<file path="config.mk">
export PLATFORM = sky130hd
export DESIGN_NAME = multi_timer_flat
export DESIGN_NICKNAME = d
export VERILOG_FILES = /design/src/rtl/timer_pkg.sv /design/src/rtl/multi_timer_if.sv /design/src/rtl/timer_channel.sv /design/src/rtl/multi_timer.sv /design/src/flat_wrapper.sv
export SDC_FILE = /design/constraint.sdc
export NUM_CORES = 1
export LEC_CHECK = 0
export CAP_MARGIN = 20
export CORE_AREA = 5 5 148 150
export DETAILED_ROUTE_END_ITERATION = 16
export DIE_AREA = 0 0 153 155
export GPL_TIMING_DRIVEN = 0
export PLACE_DENSITY = 0.63
export SYNTH_ARGS = -nofsm -noshare
export SYNTH_HDL_FRONTEND = slang
export SYNTH_SLANG_ARGS = --single-unit
</file>
<file path="constraint.sdc">
create_clock -name clk -period 6.2 [get_ports clk]
set_input_delay 0.93 -clock clk [delete_from_list [all_inputs] [get_ports clk]]
set_output_delay 0.93 -clock clk [all_outputs]
set_load 0.005 [all_outputs]
</file>
<file path="src/rtl/timer_pkg.sv">
// Shared constants and types for the multi-channel interval timer.
// Channel run state is an enum so checkers can observe it directly.
package timer_pkg;

    localparam int NCH_DEF = 4;
    localparam int CW_DEF  = 16;
    localparam int PW_DEF  = 10;

    localparam logic MODE_PERIODIC = 1'b0;
    localparam logic MODE_ONESHOT  = 1'b1;

    typedef enum logic {
        CH_IDLE = 1'b0,
        CH_RUN  = 1'b1
    } ch_state_t;

endpackage

</file>
<file path="src/rtl/multi_timer_if.sv">
// Control/status bundle for multi_timer; master = controller, slave = timer.
// cfg_we, start, stop and irq_clr are single-clock strobes acted on at the next rising edge.
interface multi_timer_if
    import timer_pkg::*;
#(
    parameter int NCH = NCH_DEF,
    parameter int CW  = CW_DEF
);
    localparam int CHW = (NCH > 1) ? $clog2(NCH) : 1;

    logic           cfg_we;
    logic [CHW-1:0] cfg_ch;
    logic [CW-1:0]  cfg_period;
    logic           cfg_oneshot;
    logic [NCH-1:0] start;
    logic [NCH-1:0] stop;
    logic [NCH-1:0] irq_clr;
    logic [NCH-1:0] tick;
    logic [NCH-1:0] irq;
    logic [NCH-1:0] running;
    logic [CW-1:0]  cur_count;
    ch_state_t      ch_state [NCH];

    modport master (
        output cfg_we, cfg_ch, cfg_period, cfg_oneshot, start, stop, irq_clr,
        input  tick, irq, running, cur_count, ch_state
    );

    modport slave (
        input  cfg_we, cfg_ch, cfg_period, cfg_oneshot, start, stop, irq_clr,
        output tick, irq, running, cur_count, ch_state
    );

endinterface

</file>
<file path="src/rtl/timer_channel.sv">
// One timer channel: period/mode registers, counter and stop > start > expiry > count priority.
module timer_channel
    import timer_pkg::*;
#(
    parameter int CW = CW_DEF
) (
    input  logic          clk,
    input  logic          reset,
    input  logic          pre_tick,
    input  logic          cfg_we,
    input  logic [CW-1:0] cfg_period,
    input  logic          cfg_oneshot,
    input  logic          start,
    input  logic          stop,
    input  logic          irq_clr,
    output logic          tick,
    output logic          irq,
    output logic          running,
    output logic [CW-1:0] cnt,
    output ch_state_t     state
);

    logic [CW-1:0] period;
    logic          oneshot;
    ch_state_t     state_n;
    logic [CW-1:0] cnt_n;
    logic          tick_n;
    logic          irq_n;
    logic [CW-1:0] eff_period;
    logic          wr_zero;
    logic          expire;

    // A write in this clock already counts for the start decision.
    assign eff_period = cfg_we ? cfg_period : period;
    assign wr_zero    = cfg_we && (cfg_period == '0);
    assign expire     = (period != '0) && (cnt >= (period - CW'(1)));
    assign running    = (state == CH_RUN);

    always_ff @(posedge clk) begin
        if (!reset) begin
            state   <= CH_IDLE;
            cnt     <= '0;
            period  <= '0;
            oneshot <= MODE_PERIODIC;
            tick    <= 1'b0;
            irq     <= 1'b0;
        end else begin
            state <= state_n;
            cnt   <= cnt_n;
            tick  <= tick_n;
            irq   <= irq_n;
            if (cfg_we) begin
                period  <= cfg_period;
                oneshot <= cfg_oneshot;
            end
        end
    end

    always_comb begin
        state_n = state;
        cnt_n   = cnt;
        tick_n  = 1'b0;
        irq_n   = irq & ~irq_clr;
        if (stop || wr_zero) begin
            state_n = CH_IDLE;
        end else if (start && (eff_period != '0)) begin
            cnt_n   = '0;
            state_n = CH_RUN;
        end else if ((state == CH_RUN) && pre_tick) begin
            if (expire) begin
                cnt_n  = '0;
                tick_n = 1'b1;
                irq_n  = 1'b1;
                if (oneshot == MODE_ONESHOT) begin
                    state_n = CH_IDLE;
                end
            end else begin
                cnt_n = cnt + CW'(1);
            end
        end
    end

endmodule

</file>
<file path="src/rtl/multi_timer.sv">
// Multi-channel interval timer: shared power-of-two prescaler, cfg decode,
// NCH independent channels and the cur_count readback mux.
module multi_timer
    import timer_pkg::*;
#(
    parameter int NCH = NCH_DEF,
    parameter int CW  = CW_DEF,
    parameter int PW  = PW_DEF
) (
    input  logic                clk,
    input  logic                reset,
    multi_timer_if.slave        bus
);

    localparam int CHW = (NCH > 1) ? $clog2(NCH) : 1;

    logic           pre_tick;
    logic [NCH-1:0] tick_v;
    logic [NCH-1:0] irq_v;
    logic [NCH-1:0] run_v;
    logic [CW-1:0]  cnt_arr [NCH];
    ch_state_t      st      [NCH];

    // Free-running; channel starts never realign it.
    generate
        if (PW == 0) begin : g_nopre
            assign pre_tick = 1'b1;
        end else begin : g_pre
            logic [PW-1:0] pre_cnt;
            always_ff @(posedge clk) begin
                if (!reset) pre_cnt <= '0;
                else        pre_cnt <= pre_cnt + PW'(1);
            end
            assign pre_tick = &pre_cnt;
        end
    endgenerate

    for (genvar i = 0; i < NCH; i++) begin : g_ch
        timer_channel #(.CW(CW)) u_ch (
            .clk         (clk),
            .reset       (reset),
            .pre_tick    (pre_tick),
            .cfg_we      (bus.cfg_we && (bus.cfg_ch == CHW'(i))),
            .cfg_period  (bus.cfg_period),
            .cfg_oneshot (bus.cfg_oneshot),
            .start       (bus.start[i]),
            .stop        (bus.stop[i]),
            .irq_clr     (bus.irq_clr[i]),
            .tick        (tick_v[i]),
            .irq         (irq_v[i]),
            .running     (run_v[i]),
            .cnt         (cnt_arr[i]),
            .state       (st[i])
        );
    end

    assign bus.tick      = tick_v;
    assign bus.irq       = irq_v;
    assign bus.running   = run_v;
    assign bus.ch_state  = st;
    assign bus.cur_count = (int'(bus.cfg_ch) < NCH) ? cnt_arr[bus.cfg_ch] : '0;

endmodule

</file>
<file path="src/flat_wrapper.sv">
// flat-port wrapper written by rule: the top's interface ports become plain ports
module multi_timer_flat import timer_pkg::*;
#(
    parameter int NCH = NCH_DEF,
    parameter int CW  = CW_DEF,
    parameter int PW  = PW_DEF
)
  (clk, reset, bus_cfg_we, bus_cfg_ch, bus_cfg_period, bus_cfg_oneshot, bus_start, bus_stop, bus_irq_clr, bus_tick, bus_irq, bus_running, bus_cur_count, bus_ch_state);
  multi_timer_if #(.NCH(NCH), .CW(CW)) bus_i ();
  input  logic clk;
  input  logic reset;
  input wire logic [$bits(bus_i.cfg_we)-1:0] bus_cfg_we;
  input wire logic [$bits(bus_i.cfg_ch)-1:0] bus_cfg_ch;
  input wire logic [$bits(bus_i.cfg_period)-1:0] bus_cfg_period;
  input wire logic [$bits(bus_i.cfg_oneshot)-1:0] bus_cfg_oneshot;
  input wire logic [$bits(bus_i.start)-1:0] bus_start;
  input wire logic [$bits(bus_i.stop)-1:0] bus_stop;
  input wire logic [$bits(bus_i.irq_clr)-1:0] bus_irq_clr;
  output wire logic [$bits(bus_i.tick)-1:0] bus_tick;
  output wire logic [$bits(bus_i.irq)-1:0] bus_irq;
  output wire logic [$bits(bus_i.running)-1:0] bus_running;
  output wire logic [$bits(bus_i.cur_count)-1:0] bus_cur_count;
  output wire logic [$bits(bus_i.ch_state)-1:0] bus_ch_state;
  assign bus_i.cfg_we = bus_cfg_we;
  assign bus_i.cfg_ch = bus_cfg_ch;
  assign bus_i.cfg_period = bus_cfg_period;
  assign bus_i.cfg_oneshot = bus_cfg_oneshot;
  assign bus_i.start = bus_start;
  assign bus_i.stop = bus_stop;
  assign bus_i.irq_clr = bus_irq_clr;
  assign bus_tick = bus_i.tick;
  assign bus_irq = bus_i.irq;
  assign bus_running = bus_i.running;
  assign bus_cur_count = bus_i.cur_count;
  assign bus_ch_state = {>>{bus_i.ch_state}};
  multi_timer #(.NCH(NCH), .CW(CW), .PW(PW)) u_core (.clk(clk), .reset(reset), .bus(bus_i));
endmodule
</file>
## After elaboration in Yosys (flattened, before gate mapping)

Index checks and enable logic that the tools add are counted.

- Add/subtract/negate cells: 9
- Order comparisons: 5
- Reduce and logical (&&, ||, !) cells: 63
- Muxes and demuxes: 55
- Bitwise operators: 18
- Equal/unequal tests: 3

Operator list:

| kind | number |
|---|---|
| 16-bit two-way mux | 18 |
| 16-bit nonzero test | 8 |
| 16-bit by 1-bit adder with 16-bit output, second input constant | 4 |
| 16-bit greater-or-equal comparator | 4 |
| 16-bit by 1-bit subtractor with 16-bit output, second input constant | 4 |
| 1-bit two-way mux | 36 |
| 16-bit binary-select mux with 2-bit select | 1 |
| 2-bit nonzero test | 12 |
| 1-bit logical AND | 20 |
| 16-bit zero test | 1 |
| 4-bit OR reduction | 4 |
| 1-bit NOT | 13 |
| 3-bit AND reduction | 4 |
| 10-bit by 1-bit adder with 10-bit output, second input constant | 1 |
| 10-bit AND reduction | 1 |
| 2-bit AND reduction | 4 |
| 2-bit OR reduction | 4 |
| 1-bit AND | 4 |
| 2-bit == test, second input constant | 2 |
| 1-bit logical OR | 4 |
| 3-bit greater-or-equal comparator, second input constant | 1 |
| 2-bit NOT with 3-bit output | 1 |
| 2-bit by 1-bit == test with 1-bit output, second input constant | 1 |
| 2-bit zero test | 1 |

- Bits in registers: 154

## Longest topological paths before layout

Gate-level depths: netlist of run 1.

- Word-level depth: 7
- Gate-level depth with buffers: 16

## By module

A second synthesis of run 1 with hierarchy kept.

- Cell total of the unflattened synthesis: 1,116
- Area total of the unflattened synthesis: 9,895.7 um2

By module, submodules not included:

| module | cells each | area each (um2) | sequential area each (um2) | times used |
|---|---|---|---|---|
| timer_channel (u_core.g_ch[1].u_ch ...) | 261 | 2,265.9 | 720.7 | 2 |
| timer_channel (u_core.g_ch[3].u_ch) | 263 | 2,273.4 | 720.7 | 1 |
| timer_channel (u_core.g_ch[0].u_ch) | 259 | 2,253.4 | 720.7 | 1 |
| multi_timer | 72 | 837.1 | 200.2 | 1 |

## Worst setup path after synthesis of run 1

Ideal clock, no wire load.

- Path type: register -> register
- Start: reg u_core.g_ch[2].u_ch.period[5]
- End: reg u_core.g_ch[2].u_ch.cnt[10]
- Arrival time: 3.346 ns
- Cell stages (with the launch flop): 15
- Library setup time: 0.064 ns
- Path slack: 2.790 ns
- Data required time: 6.136 ns
- Path buffers: 1
- Cells stage by stage: dfxtp_1 nor4_1 nand2_1 or4_1 nor3_1 xnor2_1 ha_1 a21oi_1 o21ai_0 a2111oi_0 a211oi_1 o32ai_1 a31oi_2 buf_6 nor2_1

- Cells in the longest elaborated chain, start to end: 6

Ends and longest elaborated chain:

| element | RTL line | source |
|---|---|---|
| from (decl) | timer_channel.sv:23 | `logic [CW-1:0] period;` |
| from (signal assigned) | timer_channel.sv:53 | `period <= cfg_period;` |
| 16-bit by 1-bit subtractor with 16-bit output | timer_channel.sv:36 | `assign expire = (period != '0) && (cnt >= (period - CW'(1)));` |
| 16-bit greater-or-equal comparator | timer_channel.sv:36 |  |
| 1-bit logical AND | timer_channel.sv:36 |  |
| 16-bit two-way mux | timer_channel.sv:70 | `if (expire) begin` |
| 16-bit two-way mux | timer_channel.sv:69 | `end else if ((state == CH_RUN) && pre_tick) begin` |
| 16-bit two-way mux | timer_channel.sv:66 | `end else if (start && (eff_period != '0)) begin` |
| to (signal assigned) | timer_channel.sv:49 | `cnt <= cnt_n;` |
| to (decl) | timer_channel.sv:19 | `output logic [CW-1:0] cnt,` |

Parallel ways exist; a longest one is shown, timed or not. The select of a mux whose other input is x is not followed.
A chain may end at the register's enable or synchronous reset.

## Final worst setup path of run 1

- Start: in bus_cfg_ch[1]
- End: out bus_cur_count[14]

- Cells in the longest elaborated chain, start to end: 4

Ends and longest elaborated chain:

| element | RTL line | source |
|---|---|---|
| from (decl) | flat_wrapper.sv:13 | `input wire logic [$bits(bus_i.cfg_ch)-1:0] bus_cfg_ch;` |
| 2-bit NOT with 3-bit output (not written as such) | multi_timer.sv:61 | `assign bus.cur_count = (int'(bus.cfg_ch) < NCH) ? cnt_arr[bus.cfg_ch] : '0;` |
| 16-bit binary-select mux with 2-bit select | multi_timer.sv:61 |  |
| 16-bit two-way mux (not written as such) (2 in series) | multi_timer.sv:61 |  |
| to (decl) | flat_wrapper.sv:22 | `output wire logic [$bits(bus_i.cur_count)-1:0] bus_cur_count;` |

Every way passes these cells. The select of a mux whose other input is x is not followed.

==> summary.md, run 1 <==
| Metric | Value |
|---|---|
| Async S/R FF share, synth | 0% |
| Post-CTS Setup Bufs | 0 |
| Port bufs | 64 |
| Max-slew headroom | about 40% |
| Cell variety after synth | ~70 |
| XOR/XNOR Fraction of Synth Area | 11.28% |
| Compound-gate portion of the synthesized area | roughly 12% |
| Leak | around 4.2 nW |
| Routed vias/inst | 5.595 |
| Num ports | 66 |
| Max-slew violations | 0 |
| Final ANT Viol Nets | 0 |
| Vias in the first global route | about 7,900 |
| Clock transition at the registers of the reported paths | approximately 0.06 ns |
| PwrDens | ~240 nW/um^2 |
| Routed wire length | approximately 28 mm |
| Top cells by area, synth | dfxtp_1, ha_1, nand2_1 |
| CP top delay family | buffers and inverters |
| Crit path launch type | input port |
| Crit path from | bus_cfg_ch[1] |
| First-pass GRT wire length | around 44 mm |
| Fmax | ~220 MHz |
| Crit share post-route | 74.77% |
| RSZ-0062 raised after global routing | no |
| CP max-delay cell | mux4_2 |
| Routability cong. | around 0.87 |
| Max-cap violations | 0 |
| Fin. Hold Viols | 0 |
| Yosys warning total | 0 |
| CTS sink count | between 150 and 200 |
| Worst-Skew Late Latency | ~0.43 ns |
| Worst path cell trace | clkdlybuf4s50_1 -> buf_1 -> buf_1 -> mux4_2 -> clkdlybuf4s50_1 |
| Remaining DRCs | 0 |
| Area share of the largest cell type after synthesis | about a third |
| WL per Instance | around 19 um |
| Pin count of the biggest net entering global routing | 17 |
| Mapped Area | approximately 9400 sq um |
| RR Endpoint | u_core.g_ch[2].u_ch.cnt[10] |
| Num CTS Buffers | 17 |
| DP HPWL | about 21 mm |
| Largest family of logic cells by synthesized area | simple AND/OR/NAND/NOR gates |
| Flop2flop setup slack | between 2 and 2.5 ns |
| Core ar. | just over 20,000 sq um |
| Seq/Total Area, Yosys | 32.83% |
| # fillers | between 2,000 and 2,500 |
| Post-synth EDFFs | 0 |
| Die height | 155 um |
| Root Buffer | clkbuf_16 |
| Buf/Inv on CP | 4 |
| #FFs+latches synth | 154 |
| Finished Core Util | roughly 53% |
| Synthesized net count | 1,231 |
| Mux contribution to synthesized area | under 10% |
| CTS hold repair buffers | 0 |
| Post-synth top area cell | dfxtp_1 |
| Die area | between 20,000 and 25,000 sq um |
| Hold Crit Depth | 2 |
| Syn-to-layout area delta | 16.97% |
| Max VDD drop | around 0.17 mV |
| GR Overflow Total | 0 |
| Site row count | 53 |
| Via count | 8,331 |
| Final Setup Violations | 0 |
| Critical path arrival | around 3.7 ns |
| Reg-to-Reg Start | u_core.g_ch[2].u_ch.period[4] |
| FF-to-FF path depth | 14 |
| Clk_skew | around 0.0078 ns |
| CTS tree | done |
| PostCTS Resize Cnt | 0 |
| Post-layout nets | around 1,300 |
| Tmin final | about 4.6 ns |
| Hold crit path type | reg2reg |
| Initial drt markers | roughly 670 |
| Crit-path max FO | 10 |
| Starting Density | 45.68% |
| Ant diodes | 0 |
| Syn avg cell area | 8.385 sq um |
| Layout cells sized above 1 | under 10% |
| Setup TNS | 0 ns |
| Mapped Cells | 1,120 |
| Die width | between 150 and 200 um |
| Crit path kind | in2out |
| CTS max path bufs | 2 |
| Iteration count of the initial detailed-routing pass | 5 |
| CP required | about 5.3 ns |
| Status | completed |
| Slowest stage delay, CP | 0.62 ns |
| Ys flop type | dfxtp_1 |
| Overall routing resource usage | 23.89% |
| Critical path capture point type | output pin |
| Initial antenna violation count | 0 |
| Top-count cell post-synth | nand2_1 |
| Simple-gate area share of the yosys netlist | between 20 and 30% |
| Post-Synth Adder-Cell Area | between 10% and 20% |
| Slew @ Worst Pin | 0.8996 ns |
| WP depth | 5 |
| CP endpoint | bus_cur_count[14] |
| Post-synth top cells | nand2_1, dfxtp_1, nor2_1 |
| Htree depth | 4 |
[power breakdown]
group | internal (mW) | total, mW | switching (mW)
Sequential | 1.01 | 1.05 | 0.0350
Clock | 0.691 | 1.10 | 0.410
Combinational | 0.190 | 0.445 | 0.255
Total | 1.90 | 2.60 | 0.700
[worst register-to-register path, cell delays in order, from the launching register on]
cell       delay (ns)
dfxtp_1          0.34
nor4_1           0.45
nand2_1          0.22
or4_1            0.53
nor3_1           0.21
xnor2_1          0.16
ha_1             0.28
a21oi_1          0.12
o21ai_0          0.12
a2111oi_0        0.43
a211oi_1         0.14
o32ai_1          0.32
a31oi_2          0.31
buf_6            0.23
nor2_1           0.10
[cell families (layout without fill, tap and decap cells)]
logic type,after synthesis,count (layout)
AOI/OAI and AO/OA,184,184
xor gates and xnor gates,121,121
adders and majority gates,77,77
buffers and inverters,77,171
DFF,154,154
muxes,19,19
and+or+nand+nor,488,488
[metrics by stage]
step | instances | setup slack (ns) | total power [mW] | cell area (sq um) | hold WS [ns]
final | 1489 | 1.564 | 2.595 | 10990 | 0.4584
after global routing | 1489 | 1.329 | 2.713 | 10990 | 0.4936
after CTS | 1489 | 1.503 | 2.606 | 10990 | 0.4584
after detailed placement | 1459 | 1.506 | 1.511 | 10380 | 0.4494
after global placement | 1459 | 1.534 | 1.504 | 10380 | 0.4444
after floorplan | 1120 | 2.790 | 1.375 | 9392 | 0.4263
[layout by cell type (no fill, tap or decap), types with 5 or more instances in the layout]
cell,instances
mux4_2,16
buf_1,7
dfxtp_1,154
a211oi_1,23
and3_1,14
buf_4,16
a21o_1,8
inv_1,19
xnor2_1,65
nand3_1,33
or3_1,6
clkbuf_16,17
nor2_1,103
o21bai_1,6
o21ai_0,22
nor4_1,22
and4_1,9
ha_1,77
xor2_1,56
nand4_1,31
clkbuf_1,30
nor3_1,28
and2_1,5
a21oi_1,97
nand2_1,197
clkdlybuf4s50_1,64
[metal layers]
| metal | up-vias | track usage (%) | share of wire (%) | routed length (um) |
|---|---|---|---|---|
| met5 | - | 0 | 0 | 0 |
| met4 | 0 | 9.970 | 3.3 | 932 |
| met3 | 49 | 4.200 | 5.9 | 1667 |
| met2 | 239 | 37.87 | 45 | 12690 |
| met1 | 3927 | 32.33 | 46 | 12860 |
| li1 | 4116 | - | - | - |
[flip-flops by register name, indices dropped and copies added (netlist names)]
| signal | count |
|---|---|
| u_core.g_ch.u_ch.irq | 4 |
| u_core.g_ch.u_ch.period | 64 |
| u_core.g_pre.pre_cnt | 10 |
| u_core.g_ch.u_ch.tick | 4 |
| u_core.g_ch.u_ch.oneshot | 4 |
| u_core.g_ch.u_ch.cnt | 64 |
| u_core.g_ch.u_ch.running | 4 |
[worst min-delay path by stage]
stage	start	endpoint	slack, ns
2_1_floorplan	u_core.g_pre.pre_cnt[0]	u_core.g_pre.pre_cnt[0]	0.43
3_3_place_gp	u_core.g_ch[3].u_ch.oneshot	u_core.g_ch[3].u_ch.oneshot	0.44
3_5_place_dp	u_core.g_ch[3].u_ch.oneshot	u_core.g_ch[3].u_ch.oneshot	0.45
4_1_cts	u_core.g_ch[3].u_ch.oneshot	u_core.g_ch[3].u_ch.oneshot	0.46
5_1_grt	u_core.g_pre.pre_cnt[0]	u_core.g_pre.pre_cnt[0]	0.49
6_report	u_core.g_ch[3].u_ch.oneshot	u_core.g_ch[3].u_ch.oneshot	0.46
[area by class of cell]
type	instances	area (sq um)	share of cell area [%]
inverter	21	80.08	0.7289
buffer	56	297.8	2.711
timing repair buffer	64	640.6	5.831
tap	275	344.1	3.132
clock buffer	23	467.9	4.260
sequential	154	3083	28.06
clock inverter	7	141.4	1.287
multi-input combinational	889	5931	53.99
(Power assumes the default switching activity.)
==> run 2, diff against run 1 <==
Clock period 6.2 ns to 4.85 ns, I/O delays scaled along.
==> results of run 2 <==
The final DEF is identical to that of run 1. Status: completed.
Among the figures that moved: setup slack after placement 1.506 ns -> 0.5605 ns; setup slack after layout 1.564 ns -> 0.6195 ns; register-to-register setup slack 2.19 ns -> 0.84 ns; total power 2.595 mW -> 3.318 mW; worst IR drop on VDD 0.1725 mV -> 0.2205 mV
==> run 3, diff against run 2 <==
Settings changed: CAP_MARGIN 20 to default.
==> results of run 3 <==
The final DEF is identical to that of run 1. Status: completed.
Among the figures that moved: setup slack after placement 1.506 ns -> 0.5605 ns; setup slack after layout 1.564 ns -> 0.6195 ns; register-to-register setup slack 2.19 ns -> 0.84 ns; total power 2.595 mW -> 3.318 mW; worst IR drop on VDD 0.1725 mV -> 0.2205 mV
